===== config.mk =====
export PLATFORM = sky130hd
export DESIGN_NAME = keypad_encoder
export DESIGN_NICKNAME = d
export VERILOG_FILES = /design/src/rtl/microwave_pkg.sv /design/src/rtl/key_prio_encoder.sv /design/src/rtl/keypad_encoder.sv
export SDC_FILE = /design/constraint.sdc
export NUM_CORES = 1
export LEC_CHECK = 0
export ABC_AREA = 0
export ABC_CLOCK_PERIOD_IN_PS = 3340
export BUFFER_PORTS_ARGS = -buffer_cell sky130_fd_sc_hd__buf_2
export CAP_MARGIN = 20
export CELL_PAD_IN_SITES_DETAIL_PLACEMENT = 2
export CELL_PAD_IN_SITES_GLOBAL_PLACEMENT = 2
export CORE_MARGIN = 2
export CORE_UTILIZATION = 30
export CTS_BUF_LIST = sky130_fd_sc_hd__clkbuf_4 sky130_fd_sc_hd__clkbuf_8 sky130_fd_sc_hd__clkbuf_16
export CTS_CLUSTER_SIZE = 24
export DETAILED_ROUTE_END_ITERATION = 10
export HOLD_SLACK_MARGIN = 0.15
export PLACE_DENSITY = 0.75
export SLEW_MARGIN = 20
export SYNTH_ARGS = -nofsm -noshare
export SYNTH_HDL_FRONTEND = slang
export SYNTH_SLANG_ARGS = --single-unit

===== constraint.sdc =====
create_clock -name clk -period 3.34 [get_ports clk]
set_input_delay 0 -clock clk [delete_from_list [all_inputs] [get_ports clk]]
set_output_delay 0 -clock clk [all_outputs]
set_load 0.01 [all_outputs]

===== src/rtl/microwave_pkg.sv =====
// Shared types and constants for the microwave front panel blocks.
package microwave_pkg;

   typedef enum logic [1:0] {
      IDLE,
      ACCEPT,
      WAIT_RELEASE
   } kp_state_t;

   localparam int BCD_W     = 4;
   localparam int KEY_COUNT = 10;

endpackage


===== src/rtl/key_prio_encoder.sv =====
// Combinational keypad encoder: lowest set line index, plus single-key and no-key flags.
module key_prio_encoder
   import microwave_pkg::*;
#(
   parameter int NUM_KEYS = KEY_COUNT
) (
   input  logic [NUM_KEYS-1:0] keys,
   output logic [BCD_W-1:0]    index,
   output logic                single,
   output logic                none
);

   localparam logic [NUM_KEYS-1:0] ONE = NUM_KEYS'(1);

   // Scan downward so the lowest set line wins.
   always_comb begin
      index = '0;
      for (int i = NUM_KEYS - 1; i >= 0; i--) begin
         if (keys[i]) begin
            index = BCD_W'(i);
         end
      end
   end

   assign none   = (keys == '0);
   assign single = !none && ((keys & (keys - ONE)) == '0);

endmodule


===== src/rtl/keypad_encoder.sv =====
// Keypad press encoder with one strobe per press and an mm:ss BCD entry buffer.
module keypad_encoder
   import microwave_pkg::*;
#(
   parameter int NUM_KEYS   = KEY_COUNT,
   parameter int NUM_DIGITS = 4
) (
   input  logic                      clk,
   input  logic                      rst_n,
   input  logic [NUM_KEYS-1:0]       keys,
   input  logic                      key_stable,
   input  logic                      entry_en,
   input  logic                      entry_clr,
   output logic [3:0]                bcd,
   output logic                      key_pulse,
   output logic                      multi_err,
   output logic [4*NUM_DIGITS-1:0]   digits,
   output logic [2:0]                digit_count,
   output logic                      entry_full
);

   kp_state_t             state;
   logic [NUM_KEYS-1:0]   key_q;
   logic [BCD_W-1:0]      enc_index;
   logic                  enc_single;
   logic                  enc_none;
   logic                  shift_ok;

   key_prio_encoder #(
      .NUM_KEYS(NUM_KEYS)
   ) u_enc (
      .keys   (key_q),
      .index  (enc_index),
      .single (enc_single),
      .none   (enc_none)
   );

   assign entry_full = (digit_count == 3'(NUM_DIGITS));

   // Leading zeros and digits arriving on a full buffer are dropped silently.
   assign shift_ok = (state == ACCEPT) && enc_single && entry_en && !entry_full
                     && !((digit_count == 3'd0) && (enc_index == '0));

   // Press FSM: capture on key_stable, classify for one cycle, then wait for full release.
   always_ff @(posedge clk or negedge rst_n) begin
      if (!rst_n) begin
         state     <= IDLE;
         key_q     <= '0;
         bcd       <= '0;
         key_pulse <= 1'b0;
         multi_err <= 1'b0;
      end else begin
         key_pulse <= 1'b0;
         multi_err <= 1'b0;
         case (state)
            IDLE: begin
               if (key_stable) begin
                  key_q <= keys;
                  state <= ACCEPT;
               end
            end
            ACCEPT: begin
               if (enc_single) begin
                  bcd       <= enc_index;
                  key_pulse <= 1'b1;
               end else if (!enc_none) begin
                  multi_err <= 1'b1;
               end
               state <= WAIT_RELEASE;
            end
            WAIT_RELEASE: begin
               if (!key_stable && (keys == '0)) begin
                  state <= IDLE;
               end
            end
            default: state <= IDLE;
         endcase
      end
   end

   // Entry buffer shifts left so the newest digit lands in the seconds-ones nibble.
   always_ff @(posedge clk or negedge rst_n) begin
      if (!rst_n) begin
         digits      <= '0;
         digit_count <= '0;
      end else if (entry_clr) begin
         digits      <= '0;
         digit_count <= '0;
      end else if (shift_ok) begin
         digits      <= {digits[4*NUM_DIGITS-5:0], enc_index};
         digit_count <= digit_count + 3'd1;
      end
   end

endmodule


==> impl.org, run 1 <==
** Layout
- Fin area :: 2300 um^2
- Final nets :: 256
- Counting the fill cells in the layout gives 657.
- Relative to the synthesized area, the layout overhead comes to 29.8%.
- The repair_antennas step left the layout with diodes totalling 0.
- Measured on the finished design, the core utilization comes to 0.409.
- Fraction of layout cells with a size suffix above 1 :: 0.267

** Die
- After floorplanning, the core was divided into 27 placement rows.
- Area of the core :: 5610 um^2
- In this run the count of I/O pins placed on the die edge is 41.
- From bottom edge to top edge, the die measures 80.8 um.
- For this configuration, the core starts out at a cell density of 0.315.
- The floorplan step defined a die boundary enclosing 6530 um^2.
- The die is 80.8 um wide.

** Drt
- Initial DRC count :: 56
- Number of nets with antenna violations after detailed routing :: 0
- In the final routed layout, each cell accounts on average for 17.0 um.
- Wirelength, routed :: 5300 um
- For this run, design rule violations remaining after detail routing come to 0.
- After detailed routing, the number of vias per cell comes to 5.10.
- Via count :: 1592
- Number of detailed-route iterations in the first pass :: 4

** Clock tree
- Root Buffer :: sky130_fd_sc_hd__clkbuf_8
- Clk slew on worst S/H paths :: 80 ps
- Number of buffers added for setup after CTS :: 0
- The number of clock buffers added by TritonCTS is 5.
- Insertion delay to the later sink of the worst-skew pair :: 300 ps
- TritonCTS clock tree :: built
- Deepest clock path buffer count :: 2
- The H-tree generated during clock tree synthesis spans 2 levels.
- Total number of clock tree sinks :: 37
- In this run, post-CTS repair resized a total of 0 instances.

** Run
- MaxCap Viol Count :: 0

** Critical path
- Together, buffers and inverters on the worst path number 0.
- On the critical path, the stage with the largest delay is an instance of sky130_fd_sc_hd__or4_1.
- Largest fanout on the critical path :: 15
- Setup slack, reg-to-reg :: 320 ps
- CP dominant cell by count :: sky130_fd_sc_hd__or4_1
- STA classifies the critical path endpoint as a flip-flop.
- The largest single stage delay on the critical path is 650 ps.
- For the worst setup path, the data required time is 3550 ps.
- Critical path type :: reg2reg
- Kind of start point of the critical path :: flip-flop
- The critical path goes through or4_1, maj3_2, o31a_1, or3b_1, or4_1, a21oi_1.
- STA puts the critical path data arrival time at 3240 ps.
- CP top delay family :: simple AND/OR/NAND/NOR gates

** Synthesis
- Share of synthesized cell area in full adder, half adder and majority cells :: 0.0262
- Summing every instance area after synthesis gives 1770 um^2.
- Of the total synthesized cell area, the portion taken by AND, OR, NAND and NOR gates is 0.188.
- After synthesis, the mean cell area works out to 9.51 um^2.
- Post-Synth XOR/XNOR Area :: 0
- The compound-cell area share of the yosys netlist came to 0.168.
- By area, the combinational part of the netlist is dominated by simple AND/OR/NAND/NOR gates.
- Count of state elements after synthesis :: 37
- For this run, the register share of the synthesized area comes to 0.523.
- The Yosys step of the flow raised 0 warnings.
- Syn_nets :: 203
- Synthesis handed over a netlist of 186 instances.
- Mux cell area share after synthesis :: 0.0509
- The number of different library cells used by synthesis comes to 34.

** STA
- The final number of max-transition violations was 0.
- Setup repair after global routing left no endpoint under its margin.
- At the pin with the least slew margin, the transition time is 873 ps.
- After routing, the total negative slack on setup checks comes to 0 ps.
- Fmax :: 331 MHz
- Across the routed clock network, the largest skew measured is 16.0 ps.
- Endpoints failing setup :: 0
- Minimum clock period :: 3020 ps
- Final hold viol count :: 0
- Measured against its own limit, the worst slew margin works out to 0.418.
- Of the available clock period, the critical path in the final layout requires 0.906.

** Power
- The worst-case IR drop observed on VDD is 0.000405 V.
- The share of total power dissipated in the clock network is 0.279.
- Of the total power, combinational logic draws 0.287.
- Flop pwr share :: 0.434
- Total power divided by cell area :: 656 nW/um^2
- Of the total power, the share spent switching nets is 0.357.
- The internal portion of the total power is 968 uW.
- Summed over all cells, the static leakage comes to 0.00107 uW.
- In this run the power spent charging and discharging nets is 538 uW.

** Status
- Result of the run :: complete, no violations

** GRT
- Entering global routing, the biggest net connects 38 pins.
- Global-route wire length before repair :: 8980 um
- For this run the aggregate overflow at the end of global routing stands at 0.
- For this run, the total global-route usage over all layers was measured as 0.181.
- The number of antenna violations at the first check in global routing came to 0.
- The number of global-route vias before repair was 1773.

** Placement
- Placed cell areas :: 2050 um^2
- Buffers placed on the I/O ports in this run total 40.
- HPWL after detailed placement :: 3750 um
- At the end of routability-driven placement, the weighted congestion stood at 0.755.

** Min path
- The tightest min-delay check is of the in2reg type.
==> cell usage after synthesis <==
master | count | share of area
sky130_fd_sc_hd__dfrtp_1 | 37 | 0.52
sky130_fd_sc_hd__a21oi_1 | 22 | 0.062
sky130_fd_sc_hd__o21ai_0 | 22 | 0.062
sky130_fd_sc_hd__nand3_1 | 19 | 0.054
sky130_fd_sc_hd__nand2_1 | 16 | 0.034
sky130_fd_sc_hd__mux2_2 | 8 | 0.051
sky130_fd_sc_hd__inv_1 | 7 | 0.015
sky130_fd_sc_hd__nor2_1 | 7 | 0.015
sky130_fd_sc_hd__clkbuf_1 | 6 | 0.013
sky130_fd_sc_hd__nor4_1 | 6 | 0.021
sky130_fd_sc_hd__buf_2 | 4 | 0.011
sky130_fd_sc_hd__nand2b_1 | 3 | 0.011
sky130_fd_sc_hd__nor3_1 | 3 | 0.0085
sky130_fd_sc_hd__or4_1 | 3 | 0.013
sky130_fd_sc_hd__ha_1 | 2 | 0.014
sky130_fd_sc_hd__o31a_1 | 2 | 0.0099
sky130_fd_sc_hd__or2_2 | 2 | 0.0071
sky130_fd_sc_hd__a2111o_1 | 1 | 0.0064
sky130_fd_sc_hd__a2111oi_0 | 1 | 0.0050
sky130_fd_sc_hd__a221oi_1 | 1 | 0.0050
sky130_fd_sc_hd__a41oi_1 | 1 | 0.0050
sky130_fd_sc_hd__and2_1 | 1 | 0.0035
sky130_fd_sc_hd__and3b_1 | 1 | 0.0050
sky130_fd_sc_hd__buf_1 | 1 | 0.0021
sky130_fd_sc_hd__clkbuf_2 | 1 | 0.0028
sky130_fd_sc_hd__maj3_1 | 1 | 0.0057
sky130_fd_sc_hd__maj3_2 | 1 | 0.0064
sky130_fd_sc_hd__nand3b_1 | 1 | 0.0042
sky130_fd_sc_hd__nor2b_1 | 1 | 0.0035
sky130_fd_sc_hd__nor3b_1 | 1 | 0.0042
sky130_fd_sc_hd__o21a_1 | 1 | 0.0042
sky130_fd_sc_hd__o22ai_1 | 1 | 0.0035
sky130_fd_sc_hd__o31ai_1 | 1 | 0.0042
sky130_fd_sc_hd__or3b_1 | 1 | 0.0050
==> registers in the layout, indices dropped and copies added, names as in the netlist <==
name and count:
digits 16, key_q 10, bcd 4, digit_count 3, state 2, key_pulse 1
multi_err 1
==> kinds of logic after synthesis <==
logic type,after synthesis
AOI/OAI and AO/OA,53
adders and majority gates,4
muxes,8
DFF,37
and+or+nand+nor,65
buffers and inverters,19
==> per-stage QoR <==
step / std cells / power [uW] / setup slack (ps) / hold slack [ps]
floorplan: 186 / 921 / 602 / -296
global placement: 291 / 1060 / 424 / 161
detailed placement: 291 / 1080 / 362 / 180
CTS: 312 / 1520 / 320 / 176
global route: 312 / 1610 / 148 / 210
finish: 312 / 1510 / 315 / 166
==> worst reg2reg max path, stage by stage, from the launching register on <==
cell,delay [ps]
sky130_fd_sc_hd__dfrtp_1,440
sky130_fd_sc_hd__or4_1,650
sky130_fd_sc_hd__maj3_2,340
sky130_fd_sc_hd__o31a_1,250
sky130_fd_sc_hd__or3b_1,580
sky130_fd_sc_hd__or4_1,530
sky130_fd_sc_hd__a21oi_1,140
==> path summary, 6_finish.rpt <==
kind | from | to | cells after the start
hold / removal | entry_en | digits[0] | 4
min in group asynchronous | rst_n | digits[2] | 2
setup reg to reg | key_q[3] | digit_count[2] | 6
max in group asynchronous | rst_n | digits[11] | 2
setup / recovery | key_q[3] | digit_count[2] | 6
hold reg to reg | bcd[3] | bcd[3] | 2
==> what timing repair did <==
item                                    CTS  global route
hold buffers                             13             0
hold endpoints to repair                 64             0
endpoints found under the setup margin    0             0
==> routing by layer <==
layer  wire length, um  up-vias  global-route usage
li1                  -      769                   -
met1              2460      784               0.238
met2              2600       32               0.301
met3               172        7              0.0422
met4                72        0              0.0508
met5                 0        -                   0
==> power groups by stage <==
stage / clock network, uW / logic (uW) / registers [uW]
2_1_floorplan: 0 / 293 / 628
3_3_place_gp: 0 / 403 / 654
3_5_place_dp: 0 / 420 / 661
4_1_cts: 430 / 435 / 652
5_1_grt: 448 / 484 / 673
6_report: 420 / 431 / 654
==> cell usage in the layout (no fill, tap or decap), types with 2 or more instances in the layout <==
master | netlist | final
sky130_fd_sc_hd__a21oi_1 | 22 | 22
sky130_fd_sc_hd__buf_2 | 4 | 40
sky130_fd_sc_hd__buf_4 | 0 | 5
sky130_fd_sc_hd__clkbuf_8 | 0 | 6
sky130_fd_sc_hd__dfrtp_1 | 37 | 37
sky130_fd_sc_hd__dlygate4sd3_1 | 0 | 13
sky130_fd_sc_hd__ha_1 | 2 | 2
sky130_fd_sc_hd__inv_1 | 7 | 7
sky130_fd_sc_hd__mux2_2 | 8 | 8
sky130_fd_sc_hd__nand2_1 | 16 | 16
sky130_fd_sc_hd__nand2b_1 | 3 | 3
sky130_fd_sc_hd__nand3_1 | 19 | 19
sky130_fd_sc_hd__nor2_1 | 7 | 7
sky130_fd_sc_hd__nor3_1 | 3 | 3
sky130_fd_sc_hd__nor4_1 | 6 | 6
sky130_fd_sc_hd__o21ai_0 | 22 | 22
sky130_fd_sc_hd__o31a_1 | 2 | 2
sky130_fd_sc_hd__or2_2 | 2 | 2
sky130_fd_sc_hd__or4_1 | 3 | 3
==> final cells by class <==
type | count | area (um^2) | area share
Sequential cell | 37 | 926 | 0.403
Multi-Input combinational cell | 130 | 766 | 0.334
Timing Repair Buffer | 58 | 368 | 0.160
Clock buffer | 7 | 90.1 | 0.0392
Tap cell | 72 | 90.1 | 0.0392
Clock inverter | 1 | 30.0 | 0.0131
Inverter | 7 | 26.3 | 0.0114
Note: power is estimated with default switching activity, not from simulation.
==> run 2, diff against run 1 <==
--- a/config.mk
+++ b/config.mk
@@ -17,8 +17,9 @@
 export CTS_CLUSTER_SIZE = 24
 export DETAILED_ROUTE_END_ITERATION = 10
 export HOLD_SLACK_MARGIN = 0.15
-export PLACE_DENSITY = 0.75
+export PLACE_DENSITY = 0.72
 export SLEW_MARGIN = 20
 export SYNTH_ARGS = -nofsm -noshare
 export SYNTH_HDL_FRONTEND = slang
+export SYNTH_HIERARCHICAL = 1
 export SYNTH_SLANG_ARGS = --single-unit
==> impl.org, run 2 <==
** Die
- Starting density of the core :: 0.313 (was 0.315)
- Total Die Area :: 6400 um^2 (was 6530 um^2)
- The row count was 27 (unchanged).
- The vertical die dimension was 80.0 um (was 80.8 um).
- Number of I/O pins :: 41 (unchanged)
- Area of the core :: 5540 um^2 (was 5610 um^2)
- Horizontal die dimension :: 80.0 um (was 80.8 um)

** STA
- The final number of max-transition violations was 0 (unchanged).
- Final clock skew :: 6.22 ps (was 16.0 ps)
- Normalized max-slew margin :: 0.449 (was 0.418)
- The shortest period the worst path allows came to 2840 ps (was 3020 ps).
- Endpoints failing setup :: 0 (unchanged)
- Post-route fraction of the period consumed by the critical path :: 0.851 (was 0.906)
- The achievable clock frequency was 352 MHz (was 331 MHz).
- The final hold violation count is 0 (unchanged).
- TNS Setup :: 0 ps (unchanged)
- Setup repair after global routing missed its margin: false (unchanged).
- Worst slew pin tran :: 826 ps (was 873 ps)

** Synthesis
- Warnings, synthesis :: 6 (was 0)
- The leading cell type by number of instances after synthesis is sky130_fd_sc_hd__dfrtp_1 (unchanged).
- Proportion of netlist area held by the largest area contributor :: 0.535 (was 0.523)
- Cell count after synthesis :: 155 (was 186)
- The post-synthesis net count came to 172 (was 203).
- The number of enable-type register cells in the synthesized netlist was 0 (unchanged).
- The primary flip-flop cell chosen by synthesis mapping is sky130_fd_sc_hd__dfrtp_1 (unchanged).
- Leading cell types by total area after synthesis: sky130_fd_sc_hd__dfrtp_1, sky130_fd_sc_hd__mux2i_1, sky130_fd_sc_hd__mux2_2 (was sky130_fd_sc_hd__dfrtp_1, sky130_fd_sc_hd__a21oi_1, sky130_fd_sc_hd__o21ai_0).
- Count of state elements after synthesis :: 37 (unchanged)
- The share of synthesized area occupied by flip-flops and latches is 0.535 (was 0.523).
- The area of the mapped netlist came to 1730 um^2 (was 1770 um^2).
- Synth area leader :: sky130_fd_sc_hd__dfrtp_1 (unchanged)
- Top post-synthesis cells by count: sky130_fd_sc_hd__dfrtp_1, sky130_fd_sc_hd__nor2_1, sky130_fd_sc_hd__mux2i_1, sky130_fd_sc_hd__nand2_1, sky130_fd_sc_hd__mux2_2 (was sky130_fd_sc_hd__dfrtp_1, sky130_fd_sc_hd__a21oi_1, sky130_fd_sc_hd__o21ai_0, sky130_fd_sc_hd__nand3_1, sky130_fd_sc_hd__nand2_1).
- The async set-or-reset flop fraction in the synthesized netlist came to 1.00 (unchanged).
- Distinct cell type count of the synthesized netlist :: 32 (was 34)
- Post-Syn Area per Cell :: 11.2 um^2 (was 9.51 um^2)

** Power
- Total power divided by cell area :: 595 nW/um^2 (was 656 nW/um^2)
- Int Power :: 884 uW (was 968 uW)
- The cell leakage power is 0.00122 uW (was 0.00107 uW).
- Proportion of power drawn by the clock network :: 0.255 (was 0.279)
- The share of power burned in combinational logic was 0.254 (was 0.287).
- The switching power summed over all nets came to 446 uW (was 538 uW).
- The maximum ir drop on the vdd rail is 0.000277 V (was 0.000405 V).
- Flop pwr share :: 0.491 (was 0.434)
- The proportion of total power due to net switching was 0.335 (was 0.357).

** Clock tree
- The total clock sinks came to 37 (unchanged).
- Number of levels the H-tree was split into :: 2 (unchanged)
- Deepest clock path buffer count :: 2 (unchanged)
- Count of cells resized by post-cts repair :: 0 (unchanged)
- The clock tree root buffer cell was sky130_fd_sc_hd__clkbuf_8 (unchanged).
- The number of buffers created by CTS was 5 (unchanged).
- Clk slew on worst S/H paths :: 70 ps (was 80 ps)
- The clock tree from TritonCTS was built (unchanged).
- Insertion delay to the later sink of the worst-skew pair :: 290 ps (was 300 ps)

** Critical path
- Stage delay of the slowest cell on the critical path :: 600 ps (was 650 ps)
- Endpoint of the worst register-to-register path :: digit_count[2] (unchanged)
- The maximum fanout along the worst path came to 19 (was 15).
- The path type of the worst setup path is reg2reg (unchanged).
- Cell type of the slowest stage on the worst timing path :: sky130_fd_sc_hd__or4_4 (was sky130_fd_sc_hd__or4_1)
- CP Capture Point :: digit_count[2] (unchanged)
- The launch point of the critical path was key_q[2] (was key_q[3]).
- Ordered list of cells on the worst path :: or4_4, nor2_4, mux2i_1, o21a_1, nand3b_1, inv_1, o2111ai_2, buf_4, o21ai_1, a21oi_1 (was or4_1, maj3_2, o31a_1, or3b_1, or4_1, a21oi_1)
- The data arrival time of the worst path is 2990 ps (was 3240 ps).
- The required time at the endpoint of the critical path came to 3490 ps (was 3550 ps).
- Kind of capture point of the worst setup path :: flip-flop (unchanged)
- Logic depth of the worst register-to-register path :: 10 (was 6)
- The worst reg2reg path startpoint is key_q[2] (was key_q[3]).
- Setup slack, reg-to-reg :: 500 ps (was 320 ps)
- The category of the worst setup path launch point is a flip-flop (unchanged).

** Layout
- The total non-filler cell area in the finished layout came to 2240 um^2 (was 2300 um^2).
- Top register by number of flip-flops :: digits (unchanged)
- Number of antenna cells inserted :: 0 (unchanged)
- Highest-count cells in the layout ignoring fill and taps: sky130_fd_sc_hd__buf_2, sky130_fd_sc_hd__dfrtp_1, sky130_fd_sc_hd__nor2_1 (was sky130_fd_sc_hd__buf_2, sky130_fd_sc_hd__dfrtp_1, sky130_fd_sc_hd__a21oi_1, sky130_fd_sc_hd__o21ai_0, sky130_fd_sc_hd__nand3_1).
- The flip-flop count of the largest register, all copies and words added is 16 (unchanged).
- The most common library cell in the layout ignoring fill and taps is sky130_fd_sc_hd__buf_2 (unchanged).
- Registers with the highest flip-flop counts :: digits: 16 flops, key_q: 10 flops, bcd: 4 flops (unchanged)
- Post-synthesis to final-layout area growth :: 29.1% (was 29.8%)
- The proportion of layout cells with a drive suffix above 1 came to 0.299 (was 0.267).
- The number of inserted filler cells in the final layout is 606 (was 657).
- Final nets :: 230 (was 256)

** GRT
- Congestion Overflow GR :: 0 (unchanged)
- Maximum number of pins on one net before global-route repair :: 38 (unchanged)
- Initial antenna violation count :: 0 (unchanged)
- The first-pass GRT wire length is 7730 um (was 8980 um).
- Total track usage :: 0.161 (was 0.181)
- Vias in the first global route :: 1529 (was 1773)

** Drt
- Detail-routed net length per standard cell :: 16.0 um (was 17.0 um)
- The number of design-rule violations left by the first detailed-router iteration was 58 (was 56).
- The post-route antenna net violation count came to 0 (unchanged).
- # DRC :: 0 (unchanged)
- Wirelength, routed :: 4590 um (was 5300 um)
- Number of detailed-route iterations in the first pass :: 4 (unchanged)
- Via count :: 1372 (was 1592)
- Number of vias per cell :: 4.80 (was 5.10)

** Min path
- The type of the most critical hold path is in2async (was in2reg).

** Placement
- HPWL after detailed placement :: 3410 um (was 3750 um)
- Gp weighted congestion :: 0.845 (was 0.755)
- The count of buffers from port buffering is 40 (unchanged).
- Placed cell areas :: 1990 um^2 (was 2050 um^2)

** Run
- MaxCap Viol Count :: 0 (unchanged)

** Status
- Result of the run :: complete, no violations (unchanged)
run 2: cell count changes after synthesis, moves of 5 or more:
cell	delta
sky130_fd_sc_hd__a21oi_1	-18
sky130_fd_sc_hd__mux2i_1	+18
sky130_fd_sc_hd__nand3_1	-18
sky130_fd_sc_hd__nor2_1	+15
sky130_fd_sc_hd__nor3_1	+5
sky130_fd_sc_hd__o21ai_0	-21
run 2: through the flow:
stage               power, uW   util  worst slack, ps  hold slack (ps)  cells
floorplan                 863      -              875             -296    155
global placement          958  0.360              777              135    264
detailed placement        991  0.360              520              151    264
CTS                      1350  0.404              482              375    286
global route             1430  0.404              332              412    286
finish                   1330  0.404              498              347    286
run 2: cell families (layout without fill, tap and decap cells):
kind of cell	after synthesis	count (layout)	share of synthesized area
AOI/OAI and AO/OA	12	12	0.0614
xor gates and xnor gates	1	1	0.00506
adders and majority gates	3	3	0.0202
buffers and inverters	13	72	0.0419
DFF	37	37	0.535
muxes	28	28	0.169
and+or+nand+nor	61	61	0.168
run 2: layer usage:
layer | share of wire | vias up | global-route usage
met3 | 0.034 | 2 | 0.0407
li1 | - | 643 | -
met1 | 0.40 | 696 | 0.176
met2 | 0.56 | 31 | 0.306
met4 | 0.0022 | 0 | 0.0407
met5 | 0 | - | 0
run 2: area by class of cell:
class	count	area (um^2)	share of cell area
timing repair buffer	56	355	0.159
multi-input combinational	105	733	0.328
tap	72	90.1	0.0403
clock inverter	1	5.00	0.00224
inverter	8	30.0	0.0134
clock buffer	7	96.3	0.0431
sequential	37	926	0.414
run 2: how the worst min path moves through the flow:
stage                      from          to  cells after the start
after floorplan           rst_n      bcd[0]                      0
after global placement    rst_n  digits[10]                      1
after detailed placement  rst_n  digits[14]                      1
after CTS                 rst_n  digits[14]                      2
after global routing      rst_n  digits[14]                      2
final                     rst_n   digits[6]                      2
run 2: power groups by stage:
stage | combinational (uW) | sequential, uW | clock, uW
2_1_floorplan | 239 | 624 | 0
4_1_cts | 346 | 652 | 355
3_3_place_gp | 312 | 646 | 0
5_1_grt | 378 | 670 | 383
3_5_place_dp | 332 | 659 | 0
6_report | 338 | 652 | 339
run 2: timing repair:
item                      CTS  global route
buffers inserted            0             0
hold endpoints to repair   68             0
hold buffers               14             0
run 2: worst max-delay path: cells and delay by family, from the launching register on:
| kind | cells | cell delay [ps] |
|---|---|---|
| flip-flops | 1 | 440 |
| AND/OR/NAND/NOR | 3 | 890 |
| buffers and inverters | 2 | 490 |
| AO/OA/AOI/OAI | 4 | 640 |
| multiplexers | 1 | 240 |
==> run 3, diff against run 2 <==
--- a/config.mk
+++ b/config.mk
@@ -9,7 +9,7 @@
 export ABC_CLOCK_PERIOD_IN_PS = 3340
 export BUFFER_PORTS_ARGS = -buffer_cell sky130_fd_sc_hd__buf_2
 export CAP_MARGIN = 20
-export CELL_PAD_IN_SITES_DETAIL_PLACEMENT = 2
+export CELL_PAD_IN_SITES_DETAIL_PLACEMENT = 1
 export CELL_PAD_IN_SITES_GLOBAL_PLACEMENT = 2
 export CORE_MARGIN = 2
 export CORE_UTILIZATION = 30
==> impl.org, run 3 (synthesis gave the netlist of run 2 again) <==
** Status
- Result of the run :: complete, no violations (unchanged)

** Layout
- Fillcell total :: 649 (was 606)
- Most common library cell in the layout ignoring fill and taps :: sky130_fd_sc_hd__buf_2 (unchanged)
- The count of inserted antenna diode cells was 0 (unchanged).
- The area added between synthesis and finish was 29.9% (was 29.1%).
- The post-layout net count was 233 (was 230).
- Fraction of layout cells with a size suffix above 1 :: 0.306 (was 0.299)
- Registers with the highest flip-flop counts: digits: 16 flops, key_q: 10 flops, bcd: 4 flops (unchanged).
- Highest-count cells in the layout ignoring fill and taps :: sky130_fd_sc_hd__buf_2, sky130_fd_sc_hd__dfrtp_1, sky130_fd_sc_hd__nor2_1 (unchanged)
- The flip-flop count of the largest register, all copies and words added came to 16 (unchanged).
- Top register by number of flip-flops :: digits (unchanged)

** STA
- The total negative slack for setup checks was 0 ps (unchanged).
- The post-route clock skew came to 3.17 ps (was 6.22 ps).
- The number of endpoints failing setup at the final stage is 0 (unchanged).
- The shortest period the worst path allows is 3120 ps (was 2840 ps).
- Fmax :: 320 MHz (was 352 MHz)
- Worst slew pin tran :: 835 ps (was 826 ps)
- The final hold violation count was 0 (unchanged).
- Final number of max-transition violations :: 0 (unchanged)
- The worst relative slew slack is 0.443 (was 0.449).
- Minimum hold slack :: 359 ps (was 347 ps)
- The portion of the clock cycle consumed by the worst path in the final layout is 0.935 (was 0.851).

** Drt
- Number of vias per cell :: 4.73 (was 4.80)
- Number of nets with antenna violations after detailed routing :: 0 (unchanged)
- The detail-routed net length per standard cell came to 14.6 um (was 16.0 um).
- The number of optimization iterations in the first detailed-route pass came to 4 (unchanged).
- The number of DRC violations after detailed routing was 0 (unchanged).
- The detailed-route via count was 1362 (was 1372).
- The total length of routed wires was 4190 um (was 4590 um).
- Initial DRC count :: 46 (was 58)

** Die
- The initial standard-cell utilization of the core was 0.313 (unchanged).
- Number of rows in the core area :: 27 (unchanged)
- The area of the die came to 6400 um^2 (unchanged).
- The width of the die was 80.0 um (unchanged).
- The core outline area is 5540 um^2 (unchanged).
- Vert. Die Dim :: 80.0 um (unchanged)
- Number of I/O pins :: 41 (unchanged)

** Power
- The ratio of total power to cell area came to 577 nW/um^2 (was 595 nW/um^2).
- Leak :: 0.00122 uW (about the same)
- Highest ir drop seen on vdd :: 0.000302 V (was 0.000277 V)

** Clock tree
- TritonCTS clock tree :: built (unchanged)
- The clock latency reported for the late side of the worst-skew pair came to 280 ps (was 290 ps).
- Root Buffer :: sky130_fd_sc_hd__clkbuf_8 (unchanged)
- The total clock sinks came to 37 (unchanged).
- The clock-pin slew on the worst setup and hold paths was 70 ps (about the same).
- The buffer depth of the longest clock path was 2 (unchanged).
- Number of buffers created by CTS :: 5 (unchanged)
- The deepest level of the CTS H-tree came to 2 (unchanged).

** Placement
- Gp weighted congestion :: 0.845 (unchanged)
- HPWL after detailed placement :: 3060 um (was 3410 um)
- The count of buffers from port buffering is 40 (unchanged).

** GRT
- The number of antenna violations at the first check in global routing was 0 (unchanged).
- The number of global-route vias before repair came to 1517 (was 1529).
- Maximum number of pins on one net before global-route repair :: 38 (unchanged)
- The overall global routing resource usage came to 0.148 (was 0.161).
- Congestion Overflow GR :: 0 (unchanged)
- The first-pass GRT wire length came to 7330 um (was 7730 um).

** Critical path
- The kind of capture point of the worst setup path is a flip-flop (unchanged).
- Signal arrival time at the worst endpoint :: 3290 ps (was 2990 ps)
- Critical path type :: reg2reg (unchanged)
- Kind of start point of the critical path :: flip-flop (unchanged)
- Required time of the critical path :: 3500 ps (was 3490 ps)
- Largest fanout on the critical path :: 19 (unchanged)

** Run
- MaxCap Viol Count :: 0 (unchanged)

** Min path
- Kind of path behind the tightest hold check :: in2async (unchanged)
[run 3: cell count changes in the layout (fill, tap and decap cells not counted), sizes merged]
cell,previous run,this run
buf,42,44
clkinv,1,0
dlygate4sd3,14,15
[run 3: final cells by class]
| class | count | area [um^2] | share of cell area |
|---|---|---|---|
| multi-input cells | 105 | 733 | 0.326 |
| clock buffers | 7 | 90.1 | 0.0400 |
| repair buffers | 59 | 380 | 0.169 |
| flip-flops and latches | 37 | 926 | 0.412 |
| well taps | 72 | 90.1 | 0.0400 |
| inverters | 8 | 30.0 | 0.0133 |
[run 3: worst paths after layout]
path / startpoint / endpoint / slack (ps) / cells past startpoint
max in group asynchronous: rst_n / digit_count[1] / 2460 / 2
hold / removal: rst_n / digits[14] / 360 / 2
min in group clk: bcd[3] / bcd[3] / 480 / 2
setup / recovery: key_q[2] / digit_count[2] / 220 / 11
setup reg to reg: key_q[2] / digit_count[2] / 220 / 11
hold reg to reg: bcd[3] / bcd[3] / 480 / 2
[run 3: power breakdown]
part | internal [uW] | switching, uW | total [uW] | leakage, uW
sequential | 528 | 120 | 647 | 0.000491
clock | 172 | 145 | 317 | 0.0000477
combinational | 170 | 164 | 334 | 0.000685
total | 870 | 429 | 1300 | 0.00122
[run 3: what timing repair did]
action / in CTS / in global routing
gates resized for setup: 0 / 1
hold buffers: 15 / 0
hold endpoints to repair: 68 / 0
buffers inserted: 0 / 2
endpoints found under the setup margin: 0 / 1
[run 3: metrics by stage]
step                      cells   util  power [uW]  worst slack (ps)  cell area [um^2]
after floorplan             155      -         863               875              1730
after global placement      264  0.360         958               777              1990
after detailed placement    264  0.360         984               608              1990
after CTS                   286  0.403        1320               102              2230
after global routing        288  0.406        1410             -16.7              2250
final                       288  0.406        1300               217              2250
[run 3: worst max-delay path, cell delays in order (launching register included)]
cell,delay [ps]
sky130_fd_sc_hd__dfrtp_1,430
sky130_fd_sc_hd__or4_4,600
sky130_fd_sc_hd__nor2_4,120
sky130_fd_sc_hd__mux2i_1,180
sky130_fd_sc_hd__o21a_1,170
sky130_fd_sc_hd__nand3b_1,160
sky130_fd_sc_hd__inv_2,150
sky130_fd_sc_hd__o2111ai_2,130
sky130_fd_sc_hd__buf_4,260
sky130_fd_sc_hd__o21ai_1,150
sky130_fd_sc_hd__a21oi_1,80
sky130_fd_sc_hd__dlygate4sd3_1,570
[run 3: routing by layer]
layer	vias up	track usage	wire [um]
met3	3	0.0373	160
li1	651	-	-
met4	0	0.0305	32
met2	31	0.269	2220
met1	677	0.176	1780
met5	-	0	0
